--- config.mk ---
export PLATFORM = sky130hd
export DESIGN_NAME = serial_subtractor
export DESIGN_NICKNAME = d
export VERILOG_FILES = /design/src/rtl/serial_subtractor.sv
export SDC_FILE = /design/constraint.sdc
export NUM_CORES = 1
export LEC_CHECK = 0
export CAP_MARGIN = 20
export CORE_MARGIN = 4
export CORE_UTILIZATION = 30
export CTS_CLUSTER_SIZE = 16
export DETAILED_ROUTE_END_ITERATION = 6
export SETUP_SLACK_MARGIN = 0.02
export SYNTH_ARGS = -nofsm -noshare
export SYNTH_HDL_FRONTEND = slang
export SYNTH_SLANG_ARGS = --single-unit
--- constraint.sdc ---
create_clock -name clk -period 1.5 [get_ports clk]
set_clock_uncertainty 0.15 [all_clocks]
set_input_delay 0.375 -clock clk [delete_from_list [all_inputs] [get_ports clk]]
set_output_delay 0.375 -clock clk [all_outputs]
set_load 0.01 [all_outputs]
--- src/rtl/serial_subtractor.sv ---
// Bit-serial unsigned subtractor: one full-subtractor step per clock, LSB first.
// Result, borrow and zero flags are registered and only change on DONE entry.
module serial_subtractor #(
   parameter int unsigned WIDTH = 8
) (
   input  logic             clk,
   input  logic             rst,
   input  logic             start,
   input  logic [WIDTH-1:0] a,
   input  logic [WIDTH-1:0] b,
   output logic             busy,
   output logic             done,
   output logic [WIDTH-1:0] diff,
   output logic             borrow,
   output logic             zero
);

   localparam int unsigned CntW = (WIDTH > 2) ? $clog2(WIDTH) : 1;
   localparam logic [CntW-1:0] LastCnt = CntW'(WIDTH - 1);

   typedef enum logic [1:0] {StIdle, StRun, StDone} state_e;

   state_e            state_q, state_d;
   logic [WIDTH-1:0]  a_q, a_d;
   logic [WIDTH-1:0]  b_q, b_d;
   logic [WIDTH-1:0]  res_q, res_d;
   logic              br_q, br_d;
   logic [CntW-1:0]   cnt_q, cnt_d;
   logic [WIDTH-1:0]  diff_q, diff_d;
   logic              borrow_q, borrow_d;
   logic              zero_q, zero_d;

   logic              ai, bi, d_bit, br_next;
   logic [WIDTH-1:0]  res_shift;

   always_comb begin
      ai        = a_q[0];
      bi        = b_q[0];
      d_bit     = ai ^ bi ^ br_q;
      br_next   = (~ai & bi) | (~(ai ^ bi) & br_q);
      // New bit enters at the MSB so that after WIDTH shifts bit 0 sits at the LSB
      res_shift = {d_bit, res_q[WIDTH-1:1]};

      state_d  = state_q;
      a_d      = a_q;
      b_d      = b_q;
      res_d    = res_q;
      br_d     = br_q;
      cnt_d    = cnt_q;
      diff_d   = diff_q;
      borrow_d = borrow_q;
      zero_d   = zero_q;

      case (state_q)
         StIdle: begin
            if (start) begin
               a_d     = a;
               b_d     = b;
               res_d   = '0;
               br_d    = 1'b0;
               cnt_d   = '0;
               state_d = StRun;
            end
         end
         StRun: begin
            a_d   = a_q >> 1;
            b_d   = b_q >> 1;
            res_d = res_shift;
            br_d  = br_next;
            cnt_d = cnt_q + 1'b1;
            if (cnt_q == LastCnt) begin
               state_d  = StDone;
               diff_d   = res_shift;
               borrow_d = br_next;
               zero_d   = (res_shift == '0);
            end
         end
         StDone: begin
            state_d = StIdle;
         end
         default: begin
            state_d = StIdle;
         end
      endcase
   end

   always_ff @(posedge clk or posedge rst) begin
      if (rst) begin
         state_q  <= StIdle;
         a_q      <= '0;
         b_q      <= '0;
         res_q    <= '0;
         br_q     <= 1'b0;
         cnt_q    <= '0;
         diff_q   <= '0;
         borrow_q <= 1'b0;
         zero_q   <= 1'b0;
      end else begin
         state_q  <= state_d;
         a_q      <= a_d;
         b_q      <= b_d;
         res_q    <= res_d;
         br_q     <= br_d;
         cnt_q    <= cnt_d;
         diff_q   <= diff_d;
         borrow_q <= borrow_d;
         zero_q   <= zero_d;
      end
   end

   assign busy   = (state_q != StIdle);
   assign done   = (state_q == StDone);
   assign diff   = diff_q;
   assign borrow = borrow_q;
   assign zero   = zero_q;

endmodule
==> impl_metrics.ini <==
[drt]
viasPerCell = 4.75
drc_errors = 0
dr_total_vias = 1297
routed_wl_um = 3820
wire_per_inst_um = 14.0
dr.pass1.iters = 4
postRouteAntennaNets = 0
drt-initial-drc-count = 47

[worst_setup_path]
crit_type = reg2reg
rrSetupSlack_ps = -80
rr_worst_depth = 3
crit_path_max_fanout = 2
r2r-end = diff[7]
rr_startpoint = a_q[0]
crit_path_start_kind = register
worst_setup_path_end_kind = register
required_ps = 1530
cp.arrival_ps = 1610

[logic_synthesis]
yosysSeqAreaShare = 0.554
synthesis.area_mm2 = 0.00176
synth_seq_cells = 39
synth_nets = 173
netlist_instances = 151
ys_async_sr_fraction = 1.00
synth.avg_cell_area_um2 = 11.7
synthFlopType = dfrtp_1
synth_cell_types = 23
synth_warnings = 0
synth-edff-count = 0

[global_routing]
antenna_found_initial = 0
grt-busiest-layer = met2
grt_max_degree = 40
use_met2 = 0.172
grt_first_pass_wirelength_um = 6330
grt_pass1_vias = 1302
grt_overflow = 0
gr-usage-all-layers = 0.109
grt_use_met1 = 0.147
use_met3 = 0.0294

[floorplanning]
num_rows = 27
die-area_mm2 = 0.00716
coreArea_mm2 = 0.00561
initial_core_util = 0.314
die_height_um = 84.6
io_pins = 31
fp.dieW_um = 84.6

[cts]
cts-buffers-inserted = 5
cts_tree = built
root_buffer = clkbuf_8
clock_sinks = 39
cts_max_level = 2
hold_buffers = 0
clock_path_buffers = 2
clk_pin_slew_ps = 70
insertion_delay_ps = 290

[finish]
most-common-layout-cells = dfrtp_1, nand2_1, clkdlybuf4s50_1, a21oi_1, and3b_1
drive_above_1_share = 0.259
diodes = 0
design_area_mm2 = 0.00250
syn_to_final_growth_pct = 42.2
final_common_cell = dfrtp_1
nFillCells = 559
fin_nets = 222

[power_and_ir_drop]
p_leak_nw = 1.20
powerDensity_mw_per_mm2 = 1820
max-vdd-ir-drop_mv = 0.787
p_total_mw = 4.57

[sta]
rsz0062_at_grt = true
finalMaxSlewViolations = 0
post-route-period-util = 1.05
relSlewSlack = 0.795
tns_ps = -240
fin_crit_ps = 1580
setup_violations = 6
tightest_slew_ps = 308
clock.fmax_mhz = 633
worst_slack_ps = -78.8
finalHoldViolCount = 0

[placed_design]
dp_slack_ps = -343
gp_congestion = 0.682
dpl.hpwl_um = 2250
numPortBuffers = 30
placed_cell_area_mm2 = 0.00220

[hold_path]
hold_path_class = in2async

[run_status]
failed_checks = negative setup slack
status = complete, but fails checks

[run]
cap_violations = 0
==> power breakdown <==
| group | internal (mW) | total, mW | switching (mW) |
|---|---|---|---|
| clock | 0.420 | 0.784 | 0.364 |
| combinational | 1.20 | 2.03 | 0.828 |
| sequential | 1.46 | 1.76 | 0.295 |
==> routing by layer <==
metal	wire (um)	share of wire
met3	193	0.051
met4	51	0.013
met2	1750	0.46
met1	1820	0.48
met5	0	0
==> worst max-delay path by stage <==
stage / start / endpoint / slack [ps] / cells past startpoint
CTS: state_q[0] / busy / -90 / 3
detailed placement: start / cnt_q[2] / -340 / 3
floorplan: cnt_q[0] / diff[0] / -2 / 5
global placement: start / res_q[6] / -330 / 3
global route: state_q[0] / done / -120 / 3
finish: a_q[0] / diff[7] / -80 / 3
==> per-stage QoR <==
| stage | util | hold WS (ps) | cells |
|---|---|---|---|
| after floorplan | - | 300 | 151 |
| final | 0.447 | 288 | 273 |
| after global routing | 0.447 | 334 | 273 |
| after global placement | 0.392 | 311 | 254 |
| after detailed placement | 0.392 | 321 | 254 |
| after CTS | 0.429 | 307 | 268 |
==> sequential cells by signal, indices dropped and copies added, names as in the netlist <==
signal / count
a_q: 8
state_q: 2
br_q: 1
b_q: 8
diff: 8
borrow: 1
res_q: 7
cnt_q: 3
zero: 1
==> final cells by class <==
| cell class | instances | area [um^2] | share of cell area |
|---|---|---|---|
| flip-flops and latches | 39 | 976 | 0.390 |
| multi-input cells | 98 | 787 | 0.314 |
| repair buffers | 51 | 533 | 0.213 |
| clock buffers | 8 | 100 | 0.0400 |
| well taps | 72 | 90.1 | 0.0360 |
| inverters | 5 | 18.8 | 0.00749 |
==> critical path, stage by stage (launching register included) <==
cell	delay [ps]
dfrtp_1	410
fa_2	510
buf_6	140
mux2_4	250
==> cells in the mapped netlist, types with 2 or more instances <==
master / count / area [um^2]
nand2_1: 19 / 71.3
o21ai_0: 16 / 80.1
dfrtp_1: 39 / 976
mux2_4: 5 / 75.1
inv_1: 5 / 18.8
nor2b_1: 2 / 12.5
ha_1: 2 / 25.0
buf_6: 2 / 22.5
buf_2: 2 / 10.0
mux2_2: 3 / 33.8
o21ai_1: 2 / 10.0
nor4_1: 2 / 12.5
and3b_1: 14 / 123
buf_4: 6 / 45.0
a22o_1: 9 / 78.8
a32o_1: 2 / 20.0
a21oi_1: 15 / 75.1
==> timing repair <==
item                       CTS  global route
pin swaps                    7             5
gates cloned                 2             1
buffers inserted             4             4
gates resized for setup     54             5
setup endpoints to repair   49            39
==> cells by family after synthesis <==
group | synth area share
multiplexers | 0.0618
adder cells (fa/ha/maj) | 0.0256
AND/OR/NAND/NOR | 0.141
buffers and inverters | 0.0568
AO/OA/AOI/OAI | 0.161
flip-flops | 0.554
Note: power is estimated with default switching activity, not from simulation.
==> edit 1 (same settings) <==
Register the inputs `start`, `a` and `b` before use, cleared by the reset. The logic sees them one clock later.
--- a/src/rtl/serial_subtractor.sv
+++ b/src/rtl/serial_subtractor.sv
@@ -20,4 +20,20 @@
 
    typedef enum logic [1:0] {StIdle, StRun, StDone} state_e;
+
+   logic start_q;
+   logic [WIDTH-1:0] a_r;
+   logic [WIDTH-1:0] b_r;
+
+   always_ff @(posedge clk or posedge rst) begin
+      if (rst) begin
+         start_q <= '0;
+         a_r     <= '0;
+         b_r     <= '0;
+      end else begin
+         start_q <= start;
+         a_r     <= a;
+         b_r     <= b;
+      end
+   end
 
    state_e            state_q, state_d;
@@ -54,7 +70,7 @@
       case (state_q)
          StIdle: begin
-            if (start) begin
-               a_d     = a;
-               b_d     = b;
+            if (start_q) begin
+               a_d     = a_r;
+               b_d     = b_r;
                res_d   = '0;
                br_d    = 1'b0;
Check against the original RTL: not equivalent (a bounded check fails within 4 cycles, from zero or initial values and one cycle with rst high).
==> edit 1 against the unedited design <==
The run still ends with negative setup slack left; sequential cell count increased by 17; highest routed layer unchanged; power rose by 11%; wire length rose by 11%; critical path depth did not move; setup slack lost 0.013 ns; first-iteration DRC count increased by 23%; cell count is 16% higher; count of clock-buffer cells in the layout down 3; non-clock buffer count is 5 higher; synthesized area rose by 24%; final area rose by 18%; largest power group is now registers; fmax decreased by 0.81%; global-route usage is 0.62 points lower.
==> edit 1: results (changes against the unedited design) <==
Run status
  • Status: complete, but fails checks (unchanged)
  • Failing checks: negative setup slack (unchanged)

Finish
  • Signal buffers share of area: 0.180 (was 0.213)
  • FF/Latch Area: 1400 sq um (was 976 sq um)
  • Clock network area share: 0.0334 (was 0.0400)
  • Clock buf count: 5 (was 8)
  • Number of non-clock buffers: 56 (was 51)
  • Post-layout nets: 245 (was 222)
  • Share of post-route cells with drive strength above 1: 0.279 (was 0.259)
  • Fillers: 667 (was 559)
  • End-of-flow core utilization: 0.426 (was 0.447)
  • Multi-input comb cells: 99 (was 98)
  • Seq cells: 56 (was 39)
  • Area occupied by multi-input gates: 783 sq um (was 787 sq um)

Clock network
  • Clock tree buffer depth: 2 (unchanged)
  • Clk Latency, worst-skew pair: 0.29 ns (about the same)
  • H-tree levels: 2 (unchanged)
  • Worst-path clk slew: 0.09 ns (was 0.07 ns)

Floorplanning
  • Full die area: 8720 sq um (was 7160 sq um)

Detailed routing
  • Routed length per instance: 13.3 microns (was 14.0 microns)
  • Initial DRC Count: 58 (was 47)
  • First drt pass iteration count: 4 (unchanged)
  • Via count: 1437 (was 1297)

Global route
  • Vias in the first global route: 1461 (was 1302)
  • M1 GR Usage: 0.141 (was 0.147)
  • Met3 GRT Util: 0.0257 (was 0.0294)
  • Global Route Usage Sum: 0.103 (was 0.109)
  • First-pass GRT wire length: 7.09 mm (was 6.33 mm)
  • M2 GR Usage: 0.164 (was 0.172)
  • Largest net degree at the start of global routing: 32 (was 40)
  • Initial antenna violation count: 0 (unchanged)

Timing
  • Final setup viols: 5 (was 6)
  • Rel. slew slack: 0.813 (was 0.795)
  • PnR worst setup slack: -0.0917 ns (was -0.0788 ns)

Synth
  • Syn Nets: 190 (was 173)
  • FFs w/ async S/R, synth: 1.00 (unchanged)
  • Synth cell count leaders: 56 x dfrtp_1, 19 x nand2_1, 16 x o21ai_0 (was 39 x dfrtp_1, 19 x nand2_1, 16 x o21ai_0)
  • Area contributors post-synth: dfrtp_1 64%, and3b_1 5.6%, o21ai_0 3.7% (was dfrtp_1 55%, and3b_1 7.0%, o21ai_0 4.5%)
  • Sequential area share after synthesis: 0.641 (was 0.554)

Worst setup path
  • Reg2reg start: br_q$_DFFE_PP0P_ (was a_q[0]$_DFFE_PP0P_)
  • Max FO, Critical Path: 4 (was 2)
  • Critical Path AT: 1.07 ns (was 1.61 ns)
  • First element of the critical path: state_q[1]$_DFFE_PP0P_ (was a_q[0]$_DFFE_PP0P_)
  • R2R setup slack: -0.06 ns (was -0.08 ns)
  • R2r worst-path depth: 4 (was 3)

Pwr
  • Peak VDD IR: 0.813 mV (was 0.787 mV)
  • Leak: 0.00141 uW (was 0.00120 uW)

Job
  • Max Cap Violations: 0 (unchanged)

Placed design
  • Placement Setup Slack: -0.184 ns (was -0.343 ns)
  • PortBufs: 30 (unchanged)
  • RD Place Congestion: 0.679 (was 0.682)
  • Dpl hpwl: 2.51 mm (was 2.25 mm)
  • Area after detailed placement: 2660 sq um (was 2200 sq um)
-- edit 1: metrics by stage --
step                      hold WS (ns)  setup TNS (ns)  instances  total power, uW
after global routing             0.346          -0.755        318             5450
after global placement           0.312           -3.21        294             3820
after detailed placement         0.320           -3.91        294             3880
after CTS                        0.338          -0.435        314             5030
after floorplan                  0.256         -0.0112        168             3310
final                            0.335          -0.262        318             5090
-- edit 1: cell families after synthesis --
kind of cell / after synthesis / share of synthesized area
mux: 8 / 0.0498
compound gates: 45 / 0.129
buf+inv: 16 / 0.0458
flops: 56 / 0.641
simple gates: 40 / 0.114
fa+ha+maj: 3 / 0.0206
-- edit 1: critical path: stages, from the launching register on --
cell,delay [ns]
dfrtp_1,0.41
buf_6,0.14
nor2b_4,0.12
buf_6,0.11
-- edit 1: power breakdown --
part	internal (uW)	leakage, uW	switching (uW)
combinational	1100	0.000653	821
clock	480	0.0000501	431
sequential	1960	0.000702	298
-- edit 1: worst max path at each step --
stage                                     end  slack [ns]  cells after the start
after floorplan           diff[0]$_DFFE_PP0P_      -0.002                      5
after global placement                   done       -0.18                      3
after detailed placement                 busy       -0.18                      3
after CTS                    zero$_DFFE_PP0P_       -0.10                      5
after global routing                     busy       -0.14                      3
final                                    done       -0.09                      3
-- edit 1: repair_timing --
| action | 4_1_cts | 5_1_grt |
|---|---|---|
| setup endpoints to repair | 49 | 42 |
| pin swaps | 5 | 7 |
| cloned | 2 | 1 |
| resized for setup | 43 | 14 |
| buffers inserted | 12 | 3 |
-- edit 1: routing by layer --
| layer | part of all wire | up-vias |
|---|---|---|
| li1 | - | 700 |
| met4 | 0.0055 | 0 |
| met1 | 0.48 | 707 |
| met5 | 0 | - |
| met2 | 0.47 | 28 |
| met3 | 0.050 | 2 |
==> edit 2 (config.mk and constraints unchanged) <==
Without the edit above. Change the parameter `WIDTH` from 8 to 4.
--- a/src/rtl/serial_subtractor.sv
+++ b/src/rtl/serial_subtractor.sv
@@ -2,5 +2,5 @@
 // Result, borrow and zero flags are registered and only change on DONE entry.
 module serial_subtractor #(
-   parameter int unsigned WIDTH = 8
+   parameter int unsigned WIDTH = 4
 ) (
    input  logic             clk,
Ports: changed (resized a, b and diff); port bits go from 31 to 19. No check against the original RTL was run, so the function may have changed too.
==> edit 2 against the unedited design <==
The run still ends with negative setup slack left; synthesized area down 44%; cell count down 36%; power down 36%; hold slack worse by 0.083 ns; sequential share of layout area down 0.60 points; final area down 43%; sequential power down 43%; global-route usage down 0.30 points; combinational power down 28%; sequential cell count down 17; count of clock-buffer cells in the layout down 5; setup slack worse by 0.054 ns; wire length down 43%; critical endpoint is now zero$_DFFE_PP0P_.
==> edit 2: results (changes against the unedited design) <==
Synth
  • Most common cell in the netlist: dfrtp_1 (unchanged)
  • Adder-Cell Fraction of Synth Area: 0.0332 (was 0.0256)
  • FFs w/ async S/R, synth: 1.00 (unchanged)
  • Synth cell types: 23 (unchanged)
  • Sequential area share after synthesis: 0.563 (was 0.554)
  • XOR/XNOR Fraction of Synth Area: 0 (unchanged)
  • Synth cell count leaders: 22 x dfrtp_1, 8 x inv_1, 8 x o22ai_1 (was 39 x dfrtp_1, 19 x nand2_1, 16 x o21ai_0)
  • Compound-Gate Fraction of Synth Area: 0.196 (was 0.161)
  • Area contributors post-synth: dfrtp_1 56%, o22ai_1 5.1%, mux2_2 4.6% (was dfrtp_1 55%, and3b_1 7.0%, o21ai_0 4.5%)
  • Multiplexer share of the synthesized area: 0.0460 (was 0.0618)
  • Syn Nets: 101 (was 173)
  • Synth warnings: 0 (unchanged)

Clock network
  • H-tree levels: 1 (was 2)
  • Clock tree buffer depth: 2 (unchanged)
  • CTS Root Buffer Type: clkbuf_4 (was clkbuf_8)
  • Worst-path clk slew: 0.13 ns (was 0.07 ns)
  • Clk Latency, worst-skew pair: 0.32 ns (was 0.29 ns)
  • CTS Buf Count: 3 (was 5)

Global route
  • Largest net degree at the start of global routing: 23 (was 40)
  • Vias in the first global route: 751 (was 1302)
  • First-pass GRT wire length: 3.46 mm (was 6.33 mm)
  • Initial antenna violation count: 0 (unchanged)
  • Global Route Usage Sum: 0.106 (was 0.109)

Timing
  • Slew of the pin with the lowest slew margin: 0.282 ns (was 0.308 ns)
  • PnR worst setup slack: -0.133 ns (was -0.0788 ns)
  • Sum Neg Setup Slack: -0.388 ns (was -0.240 ns)
  • Final setup viols: 4 (was 6)

Worst setup path
  • Max FO, Critical Path: 2 (unchanged)
  • Critical Path AT: 1.75 ns (was 1.61 ns)

Placed design
  • RD Place Congestion: 0.907 (was 0.682)
  • Dpl hpwl: 1.50 mm (was 2.25 mm)
  • PortBufs: 18 (was 30)
  • Placement Setup Slack: -0.233 ns (was -0.343 ns)

Run status
  • Failing checks: negative setup slack (unchanged)
  • Status: complete, but fails checks (unchanged)

Detailed routing
  • Routed length per instance: 12.6 microns (was 14.0 microns)
  • Vias per cell: 4.68 (was 4.75)
  • First drt pass iteration count: 4 (unchanged)
  • Initial DRC Count: 13 (was 47)

Finish
  • Fillers: 305 (was 559)
  • Share of post-route cells with drive strength above 1: 0.377 (was 0.259)
  • Post-layout nets: 144 (was 222)
  • ANT cells: 0 (unchanged)

Worst hold path
  • Min-delay worst type: primary input to asynchronous set/reset pin (unchanged)

Pwr
  • Leak: 0.000690 uW (was 0.00120 uW)
  • Peak VDD IR: 1.05 mV (was 0.787 mV)
==> edit 2: cell count changes after synthesis, sizes merged, moves of 5 or more <==
| cell | change |
|---|---|
| dfrtp | -17 |
| and3b | -14 |
| nand2 | -12 |
| o21ai | -10 |
| a21oi | -8 |
| o22ai | +8 |
| buf | -7 |
| a22o | -5 |
==> edit 2: path summary, 6_finish.rpt <==
kind	depth (start not counted)	startpoint	slack [ns]	to
min reg2reg	2	zero$_DFFE_PP0P_	0.35	zero$_DFFE_PP0P_
max	4	b_q[0]$_DFFE_PP0P_	-0.13	zero$_DFFE_PP0P_
min	3	rst	0.20	borrow$_DFFE_PP0P_
min in group clk	2	zero$_DFFE_PP0P_	0.35	zero$_DFFE_PP0P_
max in group asynchronous	3	rst	0.85	state_q[0]$_DFFE_PP0P_
max reg2reg	4	b_q[0]$_DFFE_PP0P_	-0.13	zero$_DFFE_PP0P_
==> edit 2: what timing repair did <==
item | in CTS | in global routing
hold buffers | 0 | 0
endpoints found under the hold margin | 0 | 0
buffers inserted | 6 | 3
pin swaps | 2 | 1
resized for setup | 36 | 11
setup endpoints to repair | 11 | 5
==> edit 2: metal layers <==
metal  up-vias  track usage  wire length [microns]
li1        394            -                      -
met3         5       0.0393                    132
met5         -            0                      0
met2        29        0.152                    981
met4         0       0.0389                     22
met1       387        0.147                   1050
==> edit 2: area by class of cell <==
cell class,count,area (sq um),share of cell area
inverter,8,32.5,0.0227
multi-input combinational,55,395,0.276
clock inverter,1,30.0,0.0209
sequential,22,551,0.384
timing repair buffer,41,349,0.243
tap,44,55.1,0.0384
clock buffer,3,22.5,0.0157
==> edit 2: cell families (layout without fill, tap and decap cells) <==
kind of cell	Yosys count	in the layout
and+or+nand+nor	19	19
adders and majority gates	2	2
muxes	4	4
buffers and inverters	11	53
DFF	22	22
AOI/OAI and AO/OA	30	30
==> edit 2: through the flow <==
step	util	instances	instance area, sq um
2_1_floorplan	-	88	978
3_3_place_gp	0.424	161	1310
3_5_place_dp	0.424	161	1310
4_1_cts	0.446	171	1370
5_1_grt	0.466	174	1440
6_report	0.466	174	1440
==> edit 2: report_power, final <==
part	switching, uW	total, uW	internal [uW]
clock	189	460	271
combinational	664	1470	808
sequential	151	1010	858
==> edit 2: worst max-delay path, cell delays in order (launching register included) <==
cell	delay, ns
dfrtp_1	0.38
inv_2	0.05
fa_1	0.48
or4_1	0.40
o21ai_1	0.12
